**config.mk**
```make
export PLATFORM = sky130hd
export DESIGN_NAME = opb_cmd_master_flat
export DESIGN_NICKNAME = d
export VERILOG_FILES = /design/src/rtl/opb_master_pkg.sv /design/src/rtl/opb_cmd_master_if.sv /design/src/rtl/opb_cmd_master.sv /design/src/flat_wrapper.sv
export SDC_FILE = /design/constraint.sdc
export NUM_CORES = 1
export LEC_CHECK = 0
export CORE_AREA = 5 5 145 113
export CTS_BUF_LIST = sky130_fd_sc_hd__clkbuf_4 sky130_fd_sc_hd__clkbuf_8
export CTS_CLUSTER_SIZE = 24
export DETAILED_ROUTE_END_ITERATION = 8
export DIE_AREA = 0 0 150 118
export PLACE_DENSITY = 0.83
export SLEW_MARGIN = 20
export SYNTH_ARGS = -nofsm -noshare
export SYNTH_HDL_FRONTEND = slang
export SYNTH_SLANG_ARGS = --single-unit
```
**constraint.sdc**
```tcl
create_clock -name OPB_Clk -period 6.1 [get_ports OPB_Clk]
set_clock_uncertainty 0.2 [all_clocks]
set_input_delay 1.22 -clock OPB_Clk [delete_from_list [all_inputs] [get_ports OPB_Clk]]
set_output_delay 1.22 -clock OPB_Clk [all_outputs]
set_load 0.01 [all_outputs]
```
**src/rtl/opb_master_pkg.sv**
```systemverilog
// Shared types and constants for the OPB command master.
package opb_master_pkg;
  localparam int OPB_AW  = 32;
  localparam int OPB_DW  = 32;
  localparam int OPB_BEW = 4;

  localparam logic [1:0] ST_OK      = 2'd0;
  localparam logic [1:0] ST_ERR     = 2'd1;
  localparam logic [1:0] ST_TIMEOUT = 2'd2;
  localparam logic [1:0] ST_RETRY   = 2'd3;

  typedef enum logic [2:0] {
    S_IDLE    = 3'd0,
    S_REQ     = 3'd1,
    S_XFER    = 3'd2,
    S_BACKOFF = 3'd3,
    S_RESP    = 3'd4
  } state_e;

  typedef struct packed {
    logic               rnw;
    logic [0:OPB_AW-1]  addr;
    logic [0:OPB_BEW-1] be;
    logic [0:OPB_DW-1]  wdata;
  } cmd_t;
endpackage

```
**src/rtl/opb_cmd_master_if.sv**
```systemverilog
// Command/response handshake plus OPB master-side bus signals.
interface opb_cmd_master_if;
  import opb_master_pkg::*;

  logic               cmd_valid, cmd_ready, cmd_rnw;
  logic [0:OPB_AW-1]  cmd_addr;
  logic [0:OPB_BEW-1] cmd_be;
  logic [0:OPB_DW-1]  cmd_wdata;
  logic               resp_valid, resp_ready;
  logic [0:OPB_DW-1]  resp_rdata;
  logic [1:0]         resp_status;
  logic               M_request, OPB_MGrant, M_select, M_RNW, M_seqAddr;
  logic [0:OPB_AW-1]  M_ABus;
  logic [0:OPB_BEW-1] M_BE;
  logic [0:OPB_DW-1]  M_DBus, OPB_DBus;
  logic               OPB_xferAck, OPB_errAck, OPB_retry, OPB_toutSup;

  modport master (
    input  cmd_valid, cmd_rnw, cmd_addr, cmd_be, cmd_wdata, resp_ready,
           OPB_MGrant, OPB_DBus, OPB_xferAck, OPB_errAck, OPB_retry, OPB_toutSup,
    output cmd_ready, resp_valid, resp_rdata, resp_status,
           M_request, M_select, M_RNW, M_ABus, M_BE, M_DBus, M_seqAddr
  );

  modport slave (
    output cmd_valid, cmd_rnw, cmd_addr, cmd_be, cmd_wdata, resp_ready,
           OPB_MGrant, OPB_DBus, OPB_xferAck, OPB_errAck, OPB_retry, OPB_toutSup,
    input  cmd_ready, resp_valid, resp_rdata, resp_status,
           M_request, M_select, M_RNW, M_ABus, M_BE, M_DBus, M_seqAddr
  );
endinterface

```
**src/rtl/opb_cmd_master.sv**
```systemverilog
// Single-word OPB bus master: one request/grant/select/ack transfer per command,
// with retry backoff and an xferAck timeout.
module opb_cmd_master
  import opb_master_pkg::*;
#(
  parameter int TIMEOUT_CYCLES = 16,
  parameter int MAX_RETRY      = 3
) (
  input  logic              OPB_Clk,
  input  logic              OPB_Rst,
  opb_cmd_master_if.master  bus
);
  localparam logic [7:0] TOUT_LAST = 8'(TIMEOUT_CYCLES - 1);
  localparam logic [3:0] RETRY_MAX = 4'(MAX_RETRY);

  state_e             state_q, state_d;
  cmd_t               hold_q, hold_d;
  logic [7:0]         tout_q, tout_d;
  logic [3:0]         retry_q, retry_d;
  logic               cmd_ready_q, cmd_ready_d;
  logic               resp_valid_q, resp_valid_d;
  logic [0:OPB_DW-1]  resp_rdata_q, resp_rdata_d;
  logic [1:0]         resp_status_q, resp_status_d;
  logic               m_request_q, m_request_d;
  logic               m_select_q, m_select_d;
  logic               m_rnw_q, m_rnw_d;
  logic [0:OPB_AW-1]  m_abus_q, m_abus_d;
  logic [0:OPB_BEW-1] m_be_q, m_be_d;
  logic [0:OPB_DW-1]  m_dbus_q, m_dbus_d;
  logic               drop_bus;

  always_comb begin
    state_d       = state_q;
    hold_d        = hold_q;
    tout_d        = tout_q;
    retry_d       = retry_q;
    cmd_ready_d   = cmd_ready_q;
    resp_valid_d  = resp_valid_q;
    resp_rdata_d  = resp_rdata_q;
    resp_status_d = resp_status_q;
    m_request_d   = m_request_q;
    m_select_d    = m_select_q;
    m_rnw_d       = m_rnw_q;
    m_abus_d      = m_abus_q;
    m_be_d        = m_be_q;
    m_dbus_d      = m_dbus_q;
    drop_bus      = 1'b0;

    case (state_q)
      S_IDLE: if (bus.cmd_valid && cmd_ready_q) begin
        hold_d      = '{rnw: bus.cmd_rnw, addr: bus.cmd_addr, be: bus.cmd_be, wdata: bus.cmd_wdata};
        retry_d     = '0;
        cmd_ready_d = 1'b0;
        m_request_d = 1'b1;
        state_d     = S_REQ;
      end
      S_REQ: if (bus.OPB_MGrant) begin
        m_request_d = 1'b0;
        m_select_d  = 1'b1;
        m_rnw_d     = hold_q.rnw;
        m_abus_d    = hold_q.addr;
        m_be_d      = hold_q.be;
        m_dbus_d    = hold_q.rnw ? '0 : hold_q.wdata;
        tout_d      = '0;
        state_d     = S_XFER;
      end
      S_XFER: begin
        // Terminations are prioritised errAck > xferAck > retry > timeout.
        if (bus.OPB_errAck) begin
          drop_bus = 1'b1; resp_valid_d = 1'b1; resp_status_d = ST_ERR;
          resp_rdata_d = '0; state_d = S_RESP;
        end else if (bus.OPB_xferAck) begin
          drop_bus = 1'b1; resp_valid_d = 1'b1; resp_status_d = ST_OK;
          resp_rdata_d = hold_q.rnw ? bus.OPB_DBus : '0; state_d = S_RESP;
        end else if (bus.OPB_retry) begin
          drop_bus = 1'b1;
          if (retry_q == RETRY_MAX) begin
            resp_valid_d = 1'b1; resp_status_d = ST_RETRY;
            resp_rdata_d = '0; state_d = S_RESP;
          end else begin
            retry_d = retry_q + 4'd1;
            state_d = S_BACKOFF;
          end
        end else if (!bus.OPB_toutSup) begin
          if (tout_q == TOUT_LAST) begin
            drop_bus = 1'b1; resp_valid_d = 1'b1; resp_status_d = ST_TIMEOUT;
            resp_rdata_d = '0; state_d = S_RESP;
          end else begin
            tout_d = tout_q + 8'd1;
          end
        end
      end
      S_BACKOFF: begin
        m_request_d = 1'b1;
        state_d     = S_REQ;
      end
      S_RESP: if (bus.resp_ready) begin
        resp_valid_d  = 1'b0;
        resp_rdata_d  = '0;
        resp_status_d = ST_OK;
        cmd_ready_d   = 1'b1;
        state_d       = S_IDLE;
      end
      default: state_d = S_IDLE;
    endcase

    // Bus outputs are OR-ed onto the shared OPB, so they must be zero when not selected.
    if (drop_bus) begin
      m_select_d = 1'b0;
      m_rnw_d    = 1'b0;
      m_abus_d   = '0;
      m_be_d     = '0;
      m_dbus_d   = '0;
    end
  end

  always_ff @(posedge OPB_Clk) begin
    if (OPB_Rst) begin
      state_q       <= S_IDLE;
      hold_q        <= '0;
      tout_q        <= '0;
      retry_q       <= '0;
      cmd_ready_q   <= 1'b1;
      resp_valid_q  <= 1'b0;
      resp_rdata_q  <= '0;
      resp_status_q <= ST_OK;
      m_request_q   <= 1'b0;
      m_select_q    <= 1'b0;
      m_rnw_q       <= 1'b0;
      m_abus_q      <= '0;
      m_be_q        <= '0;
      m_dbus_q      <= '0;
    end else begin
      state_q       <= state_d;
      hold_q        <= hold_d;
      tout_q        <= tout_d;
      retry_q       <= retry_d;
      cmd_ready_q   <= cmd_ready_d;
      resp_valid_q  <= resp_valid_d;
      resp_rdata_q  <= resp_rdata_d;
      resp_status_q <= resp_status_d;
      m_request_q   <= m_request_d;
      m_select_q    <= m_select_d;
      m_rnw_q       <= m_rnw_d;
      m_abus_q      <= m_abus_d;
      m_be_q        <= m_be_d;
      m_dbus_q      <= m_dbus_d;
    end
  end

  assign bus.cmd_ready   = cmd_ready_q;
  assign bus.resp_valid  = resp_valid_q;
  assign bus.resp_rdata  = resp_rdata_q;
  assign bus.resp_status = resp_status_q;
  assign bus.M_request   = m_request_q;
  assign bus.M_select    = m_select_q;
  assign bus.M_RNW       = m_rnw_q;
  assign bus.M_ABus      = m_abus_q;
  assign bus.M_BE        = m_be_q;
  assign bus.M_DBus      = m_dbus_q;
  assign bus.M_seqAddr   = 1'b0;
endmodule

```
**src/flat_wrapper.sv**
```systemverilog
// flat-port wrapper written by rule: the top's interface ports become plain ports
module opb_cmd_master_flat import opb_master_pkg::*;
#(
  parameter int TIMEOUT_CYCLES = 16,
  parameter int MAX_RETRY      = 3
)
  (OPB_Clk, OPB_Rst, bus_cmd_valid, bus_cmd_rnw, bus_cmd_addr, bus_cmd_be, bus_cmd_wdata, bus_resp_ready, bus_OPB_MGrant, bus_OPB_DBus, bus_OPB_xferAck, bus_OPB_errAck, bus_OPB_retry, bus_OPB_toutSup, bus_cmd_ready, bus_resp_valid, bus_resp_rdata, bus_resp_status, bus_M_request, bus_M_select, bus_M_RNW, bus_M_ABus, bus_M_BE, bus_M_DBus, bus_M_seqAddr);
  opb_cmd_master_if bus_i ();
  input  logic OPB_Clk;
  input  logic OPB_Rst;
  input wire logic [$bits(bus_i.cmd_valid)-1:0] bus_cmd_valid;
  input wire logic [$bits(bus_i.cmd_rnw)-1:0] bus_cmd_rnw;
  input wire logic [$bits(bus_i.cmd_addr)-1:0] bus_cmd_addr;
  input wire logic [$bits(bus_i.cmd_be)-1:0] bus_cmd_be;
  input wire logic [$bits(bus_i.cmd_wdata)-1:0] bus_cmd_wdata;
  input wire logic [$bits(bus_i.resp_ready)-1:0] bus_resp_ready;
  input wire logic [$bits(bus_i.OPB_MGrant)-1:0] bus_OPB_MGrant;
  input wire logic [$bits(bus_i.OPB_DBus)-1:0] bus_OPB_DBus;
  input wire logic [$bits(bus_i.OPB_xferAck)-1:0] bus_OPB_xferAck;
  input wire logic [$bits(bus_i.OPB_errAck)-1:0] bus_OPB_errAck;
  input wire logic [$bits(bus_i.OPB_retry)-1:0] bus_OPB_retry;
  input wire logic [$bits(bus_i.OPB_toutSup)-1:0] bus_OPB_toutSup;
  output wire logic [$bits(bus_i.cmd_ready)-1:0] bus_cmd_ready;
  output wire logic [$bits(bus_i.resp_valid)-1:0] bus_resp_valid;
  output wire logic [$bits(bus_i.resp_rdata)-1:0] bus_resp_rdata;
  output wire logic [$bits(bus_i.resp_status)-1:0] bus_resp_status;
  output wire logic [$bits(bus_i.M_request)-1:0] bus_M_request;
  output wire logic [$bits(bus_i.M_select)-1:0] bus_M_select;
  output wire logic [$bits(bus_i.M_RNW)-1:0] bus_M_RNW;
  output wire logic [$bits(bus_i.M_ABus)-1:0] bus_M_ABus;
  output wire logic [$bits(bus_i.M_BE)-1:0] bus_M_BE;
  output wire logic [$bits(bus_i.M_DBus)-1:0] bus_M_DBus;
  output wire logic [$bits(bus_i.M_seqAddr)-1:0] bus_M_seqAddr;
  assign bus_i.cmd_valid = bus_cmd_valid;
  assign bus_i.cmd_rnw = bus_cmd_rnw;
  assign bus_i.cmd_addr = bus_cmd_addr;
  assign bus_i.cmd_be = bus_cmd_be;
  assign bus_i.cmd_wdata = bus_cmd_wdata;
  assign bus_i.resp_ready = bus_resp_ready;
  assign bus_i.OPB_MGrant = bus_OPB_MGrant;
  assign bus_i.OPB_DBus = bus_OPB_DBus;
  assign bus_i.OPB_xferAck = bus_OPB_xferAck;
  assign bus_i.OPB_errAck = bus_OPB_errAck;
  assign bus_i.OPB_retry = bus_OPB_retry;
  assign bus_i.OPB_toutSup = bus_OPB_toutSup;
  assign bus_cmd_ready = bus_i.cmd_ready;
  assign bus_resp_valid = bus_i.resp_valid;
  assign bus_resp_rdata = bus_i.resp_rdata;
  assign bus_resp_status = bus_i.resp_status;
  assign bus_M_request = bus_i.M_request;
  assign bus_M_select = bus_i.M_select;
  assign bus_M_RNW = bus_i.M_RNW;
  assign bus_M_ABus = bus_i.M_ABus;
  assign bus_M_BE = bus_i.M_BE;
  assign bus_M_DBus = bus_i.M_DBus;
  assign bus_M_seqAddr = bus_i.M_seqAddr;
  opb_cmd_master #(.TIMEOUT_CYCLES(TIMEOUT_CYCLES), .MAX_RETRY(MAX_RETRY)) u_core (.OPB_Clk(OPB_Clk), .OPB_Rst(OPB_Rst), .bus(bus_i));
endmodule
```
; Word-level counts from Yosys, hierarchy flattened
; Index checks and enable logic that the tools add are counted.
[op_classes]
n_addsub = 2
eq_ne = 19
mux = 61
reduce_logical = 16
[op_table]
columns = op, n
row1 = two-way mux 32 bit, 9
row2 = one-hot mux 32 bit (2 select lines), 1
row3 = two-way mux 8 bit, 6
row4 = two-way mux 3 bit, 9
row5 = two-way mux 4 bit, 5
row6 = inequality test 2 bit (second input constant), 9
row7 = two-way mux 1 bit, 17
row8 = one-hot mux 8 bit (2 select lines), 1
row9 = one-hot mux 3 bit (5 select lines), 1
row10 = two-way mux 2 bit, 7
row11 = inequality test 5 x 4 -> 1 bit (second input constant), 2
row12 = AND reduction 5 bit, 2
row13 = adder 8 x 1 -> 8 bit (second input constant), 1
row14 = == test 8 x 4 -> 1 bit (second input constant), 1
row15 = one-hot mux 4 bit (2 select lines), 1
row16 = nonzero test 2 bit, 4
row17 = AND reduction 7 bit, 1
row18 = == test 3 x 2 -> 1 bit (second input constant), 2
row19 = AND reduction 3 bit, 2
row20 = AND reduction 6 bit, 1
row21 = inequality test 5 bit (second input constant), 1
row22 = adder 4 x 1 -> 4 bit (second input constant), 1
row23 = == test 4 x 2 -> 1 bit (second input constant), 1
row24 = one-hot mux 1 bit (2 select lines), 2
row25 = 10 further kinds, 11
[word_totals]
register_bits = 191
word_cells = 115
inputBits = 110
out_inout_bits = 108

; Depth between registers and ports, before layout
[logic_depth]
word_depth = 8
depth_mapped = 7
depth_no_buf = 5

; Worst setup path before layout
; No wires, ideal clock.
[synth_timing]
path_type = input -> register
start = in bus_OPB_xferAck
end = reg u_core.resp_rdata_q, in the netlist u_core.bus.resp_rdata[10]
path_buffers = 1
setup_slack_ps = 3360
path_stages = 5
t_required_ps = 5828
arrival_time_ps = 2468
setup_ps = 72
path_cell_list = nor3b_1 a21oi_1 o21ai_2 buf_6 mux2i_1
[synth_via]
elab_chain_len = 3
word_cells_on_any_way = 7
classes_between = eq/ne: 3 / mux: 3 / reduce/logical: 1
[synth_lines]
columns = element, line_no
row1 = from (decl), flat_wrapper.sv:19  ; input wire logic [$bits(bus_i.OPB_xferAck)-1:0] bus_OPB_xferAck;
row2 = two-way mux 32 bit, opb_cmd_master.sv:72  ; end else if (bus.OPB_xferAck) begin
row3 = two-way mux 32 bit, opb_cmd_master.sv:69  ; if (bus.OPB_errAck) begin
row4 = one-hot mux 32 bit (2 select lines), opb_cmd_master.sv:49  ; case (state_q)
row5 = to (signal assigned), opb_cmd_master.sv:140  ; resp_rdata_q <= resp_rdata_d;
row6 = to (decl), opb_cmd_master.sv:22  ; logic [0:OPB_DW-1] resp_rdata_q, resp_rdata_d;
; Parallel ways exist; a longest one is shown, timed or not.
; A chain may end at the register's enable or synchronous reset.

; Worst setup path after layout
[layout_timing]
start = in bus_OPB_xferAck
end = reg u_core.resp_rdata_q, in the netlist u_core.bus.resp_rdata[22]
; The elaborated chain is that of the path after synthesis.

==> impl_metrics.yaml <==
status:
  status: "finished, final reports clean"
placed_design:
  gp_congestion: 0.840
  placed_area_um2: 9500
  dp_hpwl_um: 13000
  dpl.cell_count: 1247
  io_buffers: 216
sta:
  setup_tns_ps: 0
  worstMarginPinSlew_ps: 1030
  period_share_pct: 59.6
  slew_headroom_pct: 31.3
  slew_violations: 0
  max_freq_mhz: 275
  hold_viol: 0
  finalSetupViolCount: 0
  timing.hold.ws_ps: 249
  period_needed_ps: 3640
  rsz0062_at_grt: "false"
setup_path:
  r2r_slack_ps: 3200
  r2r_cells: 5
  cp.arrival_ps: 3820
  cp_slowest_cell: "o21ai_4"
  path_cells: "clkdlybuf4s50_1 > nor3b_1 > a21oi_1 > o21ai_4 > buf_4 > mux2i_1"
  worst_setup_path_end_kind: "flop"
  cpPeakStageDelay_ps: 820
  worstSetupPathType: "in -> reg"
  timing.rr.end: "u_core.bus.resp_rdata[22]"
  r2r-start: "u_core.state_q[1]"
  path_max_fanout: 25
  cp.required_ps: 6280
  critPathLaunchType: "input pin"
  setup.worst_path.start: "bus_OPB_xferAck"
global_routing:
  grt_usage_pct: 21.9
  antenna_found_initial: 0
  grt_pass1_vias: 6300
  grt_overflow_total: 0
  grt_pass1_wl_um: 31400
  grt_max_degree: 89
synth:
  yosys.area_share.xor_xnor_pct: 0
  avgSynthCellArea_um2: 8.22
  synth_cell_type_count: 47
  synth.area.mux_share_pct: 4.42
  syn-instance-count: 881
  synth-simple-area-share_pct: 23.7
  synth-async-reset-ratio_pct: 0
  yosysWarnings: 0
  yosysSeqAreaShare_pct: 52.8
  synth_top_family_by_area: "simple AND/OR/NAND/NOR gates"
  synth_fp_nets: 993
  syn_area_um2: 7240
  synth_compound_area_share_pct: 14.2
  synth-edff-count: 0
  synth_ff_type: "dfxtp_1"
  ys_ff_latch: 191
  synthAdderAreaFrac_pct: 0.346
clock_tree:
  clock_path_buffers: 2
  clk_pin_slew_worst_paths_ps: 100
  cts_sinks: 191
  insertion_delay_ps: 460
  cts_tree: "yes"
  ctsHoldBuffers: 0
  htree_levels: 4
  cts_setup_buffers: 0
  cts-resized-gates: 0
  cts_buffers: 17
  cts_root_buf: "clkbuf_8"
detailed_routing:
  drtIter0Drc: 422
  num_vias: 6613
  wire_per_inst_um: 15.3
  routed_wl_um: 19600
  drtPass1Iterations: 5
  via_per_inst: 5.17
  drc: 0
  ant_nets: 0
cells_and_area:
  layout.cells.non_filler: 1279
  mostFrequentLayoutCells: "315 x nand2_1, 215 x clkdlybuf4s50_1, 191 x dfxtp_1"
  drive_gt1_share_pct: 5.12
  syn2layout_area_growth_pct: 36.5
  fin_nets: 1173
  fillers: 1253
  fin_area_um2: 9880
  n_antenna_cell: 0
  final_common_cell: "nand2_1"
floorplan:
  std_cell_rows: 39
  die_x_um: 150
  start_util_pct: 48.8
  io_pins: 218
  core_area_um2: 14800
  die_h_um: 118
  fp.dieArea_um2: 17700
worst_hold_path:
  min_to: "u_core.bus.M_ABus[13]"
  hold_path_startpoint: "u_core.hold_q[54]"
  hold_depth: 2
  hold_class: "reg -> reg"
pwr:
  ir_drop_v: 0.000165
  power_uw: 2770
  power_frac_clock_pct: 28.7
  power.internal_uw: 1910
  leakage_uw: 0.00352
  power_switching_share_pct: 30.9
  powerDensity_nw_per_um2: 280
  p_sw_uw: 853
  p_comb_share_pct: 20.6
  pwr-share-seq_pct: 50.7
job:
  drv_cap: 0
## metrics by stage
step | worst slack, ps | utilization (%)
2_1_floorplan | 3360 | -
3_3_place_gp | 2040 | 64.0
3_5_place_dp | 2000 | 64.0
4_1_cts | 2490 | 66.6
5_1_grt | 2230 | 66.6
6_report | 2460 | 66.6
## worst max-delay path, delay by kind of cell
family	cells	cell delay (ps)
AND/OR/NAND/NOR	1	460
multiplexers	1	200
buffers and inverters	2	830
AO/OA/AOI/OAI	2	1090
## metal layers
metal  share of wire [%]  up-vias  GRT usage (%)
met3                 7.8       24           6.54
met1                  45     3062           28.1
met4                 1.8        0           7.49
li1                    -     3293              -
met2                  46      234           35.0
met5                   0        -              0
## Yosys cell counts (all sizes together), types with 2 or more instances
cell type / n / area (um2)
nand2: 315 / 1180
dfxtp: 191 / 3820
a21oi: 149 / 746
clkbuf: 50 / 188
nand3b: 34 / 255
mux2i: 32 / 320
buf: 15 / 109
a31oi: 12 / 75.1
nor2: 9 / 33.8
inv: 8 / 30.0
o21ai: 8 / 43.8
nand3: 7 / 35.0
nor3: 6 / 30.0
nor2b: 3 / 18.8
nor3b: 3 / 22.5
or3: 3 / 18.8
a211o: 2 / 17.5
a21boi: 2 / 15.0
a311oi: 2 / 17.5
and3: 2 / 12.5
ha: 2 / 25.0
nand2b: 2 / 12.5
nand4: 2 / 12.5
nor4: 2 / 12.5
o31ai: 2 / 15.0
or3b: 2 / 17.5
or4: 2 / 18.8
## logic make-up after synthesis
logic type      Yosys count
compound gates          186
fa+ha+maj                 2
flops                   191
buf+inv                  73
simple gates            396
other cells               1
mux                      32
## power groups by stage
stage	registers (uW)	logic, uW	clock network, uW
after floorplan	1420	348	0
after global placement	1420	562	0
after detailed placement	1430	571	0
after CTS	1400	574	813
after global routing	1410	627	867
final	1400	570	794
## registers in the layout, indices dropped and copies added, names as in the netlist, 2 cells and up
signal,flops
u_core.hold_q,69
u_core.bus.M_ABus,32
u_core.bus.M_DBus,32
u_core.bus.resp_rdata,32
u_core.tout_q,8
u_core.bus.M_BE,4
u_core.retry_q,4
u_core.state_q,3
u_core.bus.resp_status,2
## worst max path at each step
| stage | end | slack, ps | cells past startpoint |
|---|---|---|---|
| detailed placement | u_core.bus.resp_rdata[22] | 2000 | 6 |
| floorplan | u_core.bus.resp_rdata[10] | 3360 | 5 |
| global route | u_core.bus.resp_rdata[25] | 2230 | 6 |
| finish | u_core.bus.resp_rdata[22] | 2460 | 6 |
| global placement | u_core.bus.resp_rdata[14] | 2040 | 6 |
| CTS | u_core.bus.resp_rdata[22] | 2490 | 6 |
## final cells by class
type                    count  area [um2]  share of cell area [%]
flip-flops and latches    191        3820                    38.7
inverters                   8        30.0                   0.304
multi-input cells         617        3150                    31.8
clock buffers              23         304                    3.08
well taps                 205         256                    2.60
repair buffers            226        2240                    22.7
clock inverters             9        76.3                   0.772
No activity file was read; power rests on OpenSTA's default activity.
